<file path="src/rtl/reg_file_wb.sv">
// LC-3 register file with write-back port (DR select, valid/ready write) and a sequenced scrub.
// Optional same-cycle write-to-read forwarding is enabled by defining WB_BYPASS_EN.
module reg_file_wb #(
  parameter int WIDTH = 16,
  parameter int NREGS = 8
) (
  input  logic             Clk,
  input  logic             Reset,
  input  logic [2:0]       IR_11_9,
  input  logic             DRMUX_select,
  input  logic             Wr_Valid,
  output logic             Wr_Ready,
  input  logic [WIDTH-1:0] Wr_Data,
  input  logic [2:0]       SR1,
  input  logic [2:0]       SR2,
  output logic [WIDTH-1:0] SR1_OUT,
  output logic [WIDTH-1:0] SR2_OUT,
  input  logic             Scrub,
  output logic             Busy,
  output logic [2:0]       DR_last
);

  typedef enum logic [1:0] {
    S_IDLE  = 2'd0,
    S_SCRUB = 2'd1,
    S_DONE  = 2'd2
  } state_t;

  state_t           r_state;
  state_t           w_next_state;
  logic [2:0]       r_cnt;
  logic [2:0]       r_dr_last;
  logic [WIDTH-1:0] r_regs [NREGS];

  logic [2:0]       w_dr;
  logic             w_commit;
  logic             w_scrub_last;

  // R7 is the JSR/TRAP link register.
  assign w_dr         = DRMUX_select ? 3'b111 : IR_11_9;
  assign w_commit     = Wr_Valid && Wr_Ready;
  assign w_scrub_last = (r_cnt == 3'd7);

  assign Wr_Ready = (r_state == S_IDLE);
  assign Busy     = (r_state == S_SCRUB);
  assign DR_last  = r_dr_last;

  always_comb begin
    w_next_state = r_state;
    case (r_state)
      S_IDLE:  if (Scrub) w_next_state = S_SCRUB;
      S_SCRUB: if (w_scrub_last) w_next_state = S_DONE;
      S_DONE:  w_next_state = S_IDLE;
      default: w_next_state = S_IDLE;
    endcase
  end

  always_ff @(posedge Clk or negedge Reset) begin
    if (!Reset) begin
      r_state   <= S_IDLE;
      r_cnt     <= 3'd0;
      r_dr_last <= 3'd0;
    end else begin
      r_state <= w_next_state;
      // Scrub requests outside IDLE are ignored, so the count never restarts mid-scrub.
      if (r_state == S_IDLE && Scrub)
        r_cnt <= 3'd0;
      else if (r_state == S_SCRUB)
        r_cnt <= r_cnt + 3'd1;
      if (w_commit)
        r_dr_last <= w_dr;
    end
  end

  // Writes only commit in IDLE, so the scrub clear and the write port never collide.
  always_ff @(posedge Clk or negedge Reset) begin
    if (!Reset) begin
      for (int i = 0; i < NREGS; i++)
        r_regs[i] <= '0;
    end else if (r_state == S_SCRUB) begin
      r_regs[r_cnt] <= '0;
    end else if (w_commit) begin
      r_regs[w_dr] <= Wr_Data;
    end
  end

`ifdef WB_BYPASS_EN
  assign SR1_OUT = (w_commit && (w_dr == SR1)) ? Wr_Data : r_regs[SR1];
  assign SR2_OUT = (w_commit && (w_dr == SR2)) ? Wr_Data : r_regs[SR2];
`else
  assign SR1_OUT = r_regs[SR1];
  assign SR2_OUT = r_regs[SR2];
`endif

endmodule

</file>
<file path="config.mk">
export PLATFORM = sky130hd
export DESIGN_NAME = reg_file_wb
export DESIGN_NICKNAME = d
export VERILOG_FILES = /design/src/rtl/reg_file_wb.sv
export SDC_FILE = /design/constraint.sdc
export NUM_CORES = 1
export LEC_CHECK = 0
export CAP_MARGIN = 0
export CORE_ASPECT_RATIO = 1.1
export CORE_MARGIN = 2
export CORE_UTILIZATION = 58
export DETAILED_ROUTE_END_ITERATION = 12
export PLACE_DENSITY = 0.79
export SYNTH_ARGS = -nofsm -noshare
export SYNTH_HDL_FRONTEND = slang
export SYNTH_SLANG_ARGS = --single-unit
</file>
<file path="constraint.sdc">
create_clock -name Clk -period 3.28 [get_ports Clk]
set_input_delay 0.82 -clock Clk [delete_from_list [all_inputs] [get_ports Clk]]
set_output_delay 0.82 -clock Clk [all_outputs]
set_load 0.02 [all_outputs]
</file>
======== Word level (Yosys, flattened, before mapping) ========
Index checks and enable logic that the tools add are counted.
W data, S select, Z words.
word-level totals
  register bits after elaboration ......... 136
  input bits .............................. 30
operators by class
  add/subtract/negate cells ............... 1
  magnitude comparators ................... 6
  equal/unequal tests ..................... 4
  mux-type cells .......................... 19
  bitwise operators ....................... 6
  reductions and logical operators ........ 8
operators with widths
  cell                   number
  $mux W128              2
  $and A128 B128 Y128    1
  $bwmux W128            1
  $not A128 Y128         1
  $bmux W16 S3           2
  $demux W16 S3          2
  $mux W16               6
  $ge A4 B4 Y1 const B   4
  $not A3 Y4             4
  $mux W3                3
  $lt A4 B1 Y1 const B   2
  $logic_and A1 B1 Y1    4
  $mux W2                2
  $ne A2 B1 Y1 const B   2
  $pmux W2 S2            1
  $reduce_bool A2 Y1     2
  $add A3 B1 Y3 const B  1
  $eq A3 B3 Y1 const B   1
  $eq A2 B1 Y1 const B   1
  $logic_not A2 Y1       1
  $reduce_and A2 Y1      1

======== Depth between registers and ports, before layout ========
  depth in word-level cells ............... 9
  depth in mapped cells ................... 6
  mapped depth without buffers ............ 3

======== Worst setup path after synthesis ========
No wires, ideal clock.
  path type ............................... in2out
  from .................................... input port SR1[0]
  to ...................................... output port SR1_OUT[0]
  data arrival time ....................... 2.181 ns
  setup slack ............................. 0.279 ns
  stages .................................. 4
  path buffers ............................ 2
  cell sequence ........................... clkbuf_1 buf_2 mux4_2 mux2_2
on the way
  cells in the longest elaborated chain, start to end .. 4
ends and longest elaborated chain
  what                                          RTL line  RTL
  from (decl)                                   14        input logic [2:0] SR1,
  $not A3 Y4 (not written as such)              91        assign SR1_OUT = r_regs[SR1];
  $bmux W16 S3                                  91
  $mux W16 (not written as such) (2 in series)  91
  to (decl)                                     16        output logic [WIDTH-1:0] SR1_OUT,
No other way between the ends. The select of a mux whose other input is x is not followed.

======== Worst setup path after layout ========
  from .................................... input port SR2[0]
  to ...................................... output port SR2_OUT[1]
on the way
  cells in the longest elaborated chain, start to end .. 4
ends and longest elaborated chain
  what                                          RTL line  RTL
  from (decl)                                   15        input logic [2:0] SR2,
  $not A3 Y4 (not written as such)              92        assign SR2_OUT = r_regs[SR2];
  $bmux W16 S3                                  92
  $mux W16 (not written as such) (2 in series)  92
  to (decl)                                     17        output logic [WIDTH-1:0] SR2_OUT,
No other way between the ends. The select of a mux whose other input is x is not followed.

==> results.tsv <==
metric	value	unit
status	finished, final reports clean	
power.internal	0.00395	W
drt-pass1-iter-count	5	
yosys_most_used_dff	dfrtp_1	
hold_class	input port to async pin	
ys_warn_count	0	
syn_avg_cell_area	14.4	um^2
tns	0	ns
grt.overflow.total	0	
critPathLaunchType	input port	
fin_ws	0.107	ns
seqPwrFrac	39.6	%
cts_root_buf	clkbuf_16	
finClkSkew	0.00468	ns
wl	19200	um
stdcell_count	732	
cp_slowest_cell	mux4_2	
cts_made_buffers	17	
die_w	111	um
path_delay_family	multiplexers	
cap_violations	0	
vias_per_cell	7.09	
timing.final.crit_period	3.17	ns
clk_pin_slew	0.05	ns
hold_viol	0	
worst-path-max-fanout	11	
core.rowCount	42	
crit_chain	buf_2 > buf_12 > mux4_2 > mux2_2 > dlygate4sd2_1	
cpPeakStageDelay	0.53	ns
synth_edf_count	0	
port_buffers	66	
dieArea	13400	um^2
critPathArrivalTime	2.35	ns
gp_congestion	0.833	
syn_area	7250	um^2
vias	5192	
drtIter0Drc	400	
cp_num_buf_inv	3	
slew_headroom	23.1	%
crit_type	input port to output port	
dpl.hpwl	12200	um
cp.required	2.46	ns
start_util	59.7	%
drive_gt1_share	32.7	%
tightest_slew	1.15	ns
io-pin-count	67	
die_height	121	um
switching_power	0.00194	W
yosysUniqueCellTypes	31	
combPwrFrac	30.6	%
max_freq	315	MHz
yosysSeqAreaShare	46.9	%
htree_levels	4	
clock_latency	0.42	ns
hold_buffers	0	
totalPowerFinal	0.00589	W
clock-sinks	136	
synth-seq-cells	136	
setup.worst_path.end_class	output port	
setup_viol	0	
num_antenna_cells	0	
antenna_left	0	
p_leak	4.00	nW
place_ws	-0.383	ns
synthCells	504	
placedCellCount	700	
grt_max_degree	56	
synthArstFlopShare	100	%
syn-num-nets	536	
syn_to_final_growth	19.9	%
cts_resized	36	
cts_setup_buffers	0	
nets	597	
peakVddDrop	0.000569	V
grt_pass1_vias	5606	
route.detailed.drc	0	
routedWlPerCell	26.2	um
slew_viol_final	0	
pwr-share-clk	29.8	%
rsz0062_at_grt	false	
antenna_found_initial	0	
grt_pass1_wl	30900	um
final_core_util	71.6	%
post-route-period-util	96.7	%
grt_usage	30.7	%
core_area	12100	um^2
cts_tree	done	
power.density	678	nW/um^2
swShare	32.9	%
cts_buffer_depth	2	
-- cell usage in the layout, fill, tap and decap left out, types with 2 or more instances in the layout --
cell type	Yosys	layout
a22o_1	108	108
a22oi_2	5	5
clkinv_2	0	4
nor2b_1	4	3
buf_4	9	27
ha_1	2	2
clkbuf_8	0	5
a22o_2	6	6
a21oi_1	4	4
mux2_2	33	33
clkbuf_1	11	3
nor2_1	8	8
and2_1	7	7
mux4_2	64	64
nor3b_2	4	4
buf_2	13	2
inv_1	16	16
a32oi_2	2	2
dlygate4sd2_1	0	34
clkbuf_16	0	17
mux2i_1	16	16
clkdlybuf4s50_1	0	29
dfrtp_1	136	136
o21ai_0	16	16
buf_6	8	2
buf_12	0	11
clkinvlp_4	0	3
-- Yosys cell counts (5+ instances only) --
cell / count / area [um^2]
a22o_1: 108 / 946
a22o_2: 6 / 60.1
a22oi_2: 5 / 62.6
and2_1: 7 / 43.8
buf_1: 22 / 82.6
buf_2: 13 / 65.1
buf_4: 9 / 67.6
buf_6: 8 / 90.1
clkbuf_1: 11 / 41.3
dfrtp_1: 136 / 3400
inv_1: 16 / 60.1
mux2_2: 33 / 372
mux2i_1: 16 / 160
mux4_2: 64 / 1440
nor2_1: 8 / 30.0
o21ai_0: 16 / 80.1
-- cell type report --
cell class,instances,area [um^2]
clock buffers,25,505
flip-flops and latches,136,3400
multi-input cells,289,3440
clock inverters,7,42.5
repair buffers,105,1040
inverters,16,60.1
fillers,815,3450
well taps,154,193
-- registers in the layout, summed over array words and instances, names as in the netlist --
register	cells
DR_last	3
r_cnt	3
r_state	2
r_regs	128
-- worst register-to-register path: cells and delay by family, from the launching register on --
family | cells | cell delay [ns]
compound gates | 2 | 1.17
flops | 1 | 0.53
simple gates | 1 | 0.32
-- through the flow --
stage	hold WS (ns)	cell area [um^2]
final	0.457	8690
after global routing	0.500	8690
after CTS	0.478	8690
after detailed placement	0.503	8180
after global placement	0.494	8180
after floorplan	0.477	7250
-- cells by family (layout without fill, tap and decap cells) --
logic type	after synthesis	in the layout	synth area share, %
muxes	113	113	27.2
DFF	136	136	46.9
and+or+nand+nor	31	31	3.16
adders and majority gates	2	2	0.345
buffers and inverters	79	153	5.61
AOI/OAI and AO/OA	143	143	16.8
-- routing by layer --
| metal | share of wire [%] | up-vias | routed length [um] | track usage, % |
|---|---|---|---|---|
| met2 | 50 | 301 | 9590 | 48.4 |
| met3 | 8.1 | 56 | 1560 | 8.24 |
| met4 | 3.1 | 0 | 586 | 14.8 |
| li1 | - | 2107 | - | - |
| met1 | 39 | 2728 | 7420 | 40.1 |
| met5 | 0 | - | 0 | 0 |
-- final timing paths --
path                                           end                    start  slack (ns)  depth (start not counted)
hold reg to reg            r_regs[104]$_DFFE_PN0P_  r_regs[104]$_DFFE_PN0P_        0.52                          1
max in group asynchronous   r_regs[91]$_DFFE_PN0P_                    Reset        2.05                          2
hold / removal             r_regs[124]$_DFFE_PN0P_                    Reset        0.46                          1
min in group Clk           r_regs[104]$_DFFE_PN0P_  r_regs[104]$_DFFE_PN0P_        0.52                          1
setup / recovery                        SR2_OUT[1]                   SR2[0]        0.11                          5
setup reg to reg            r_regs[34]$_DFFE_PN0P_   r_state[0]$_DFFE_PN0P_        1.19                          3
-- power by group through the flow --
stage,clock network (W),registers [W],logic [W]
after floorplan,0,0.00225,0.00120
after global placement,0,0.00230,0.00181
after detailed placement,0,0.00233,0.00185
after CTS,0.00178,0.00232,0.00180
after global routing,0.00186,0.00237,0.00192
final,0.00176,0.00233,0.00180
No activity file was read; power rests on OpenSTA's default activity.
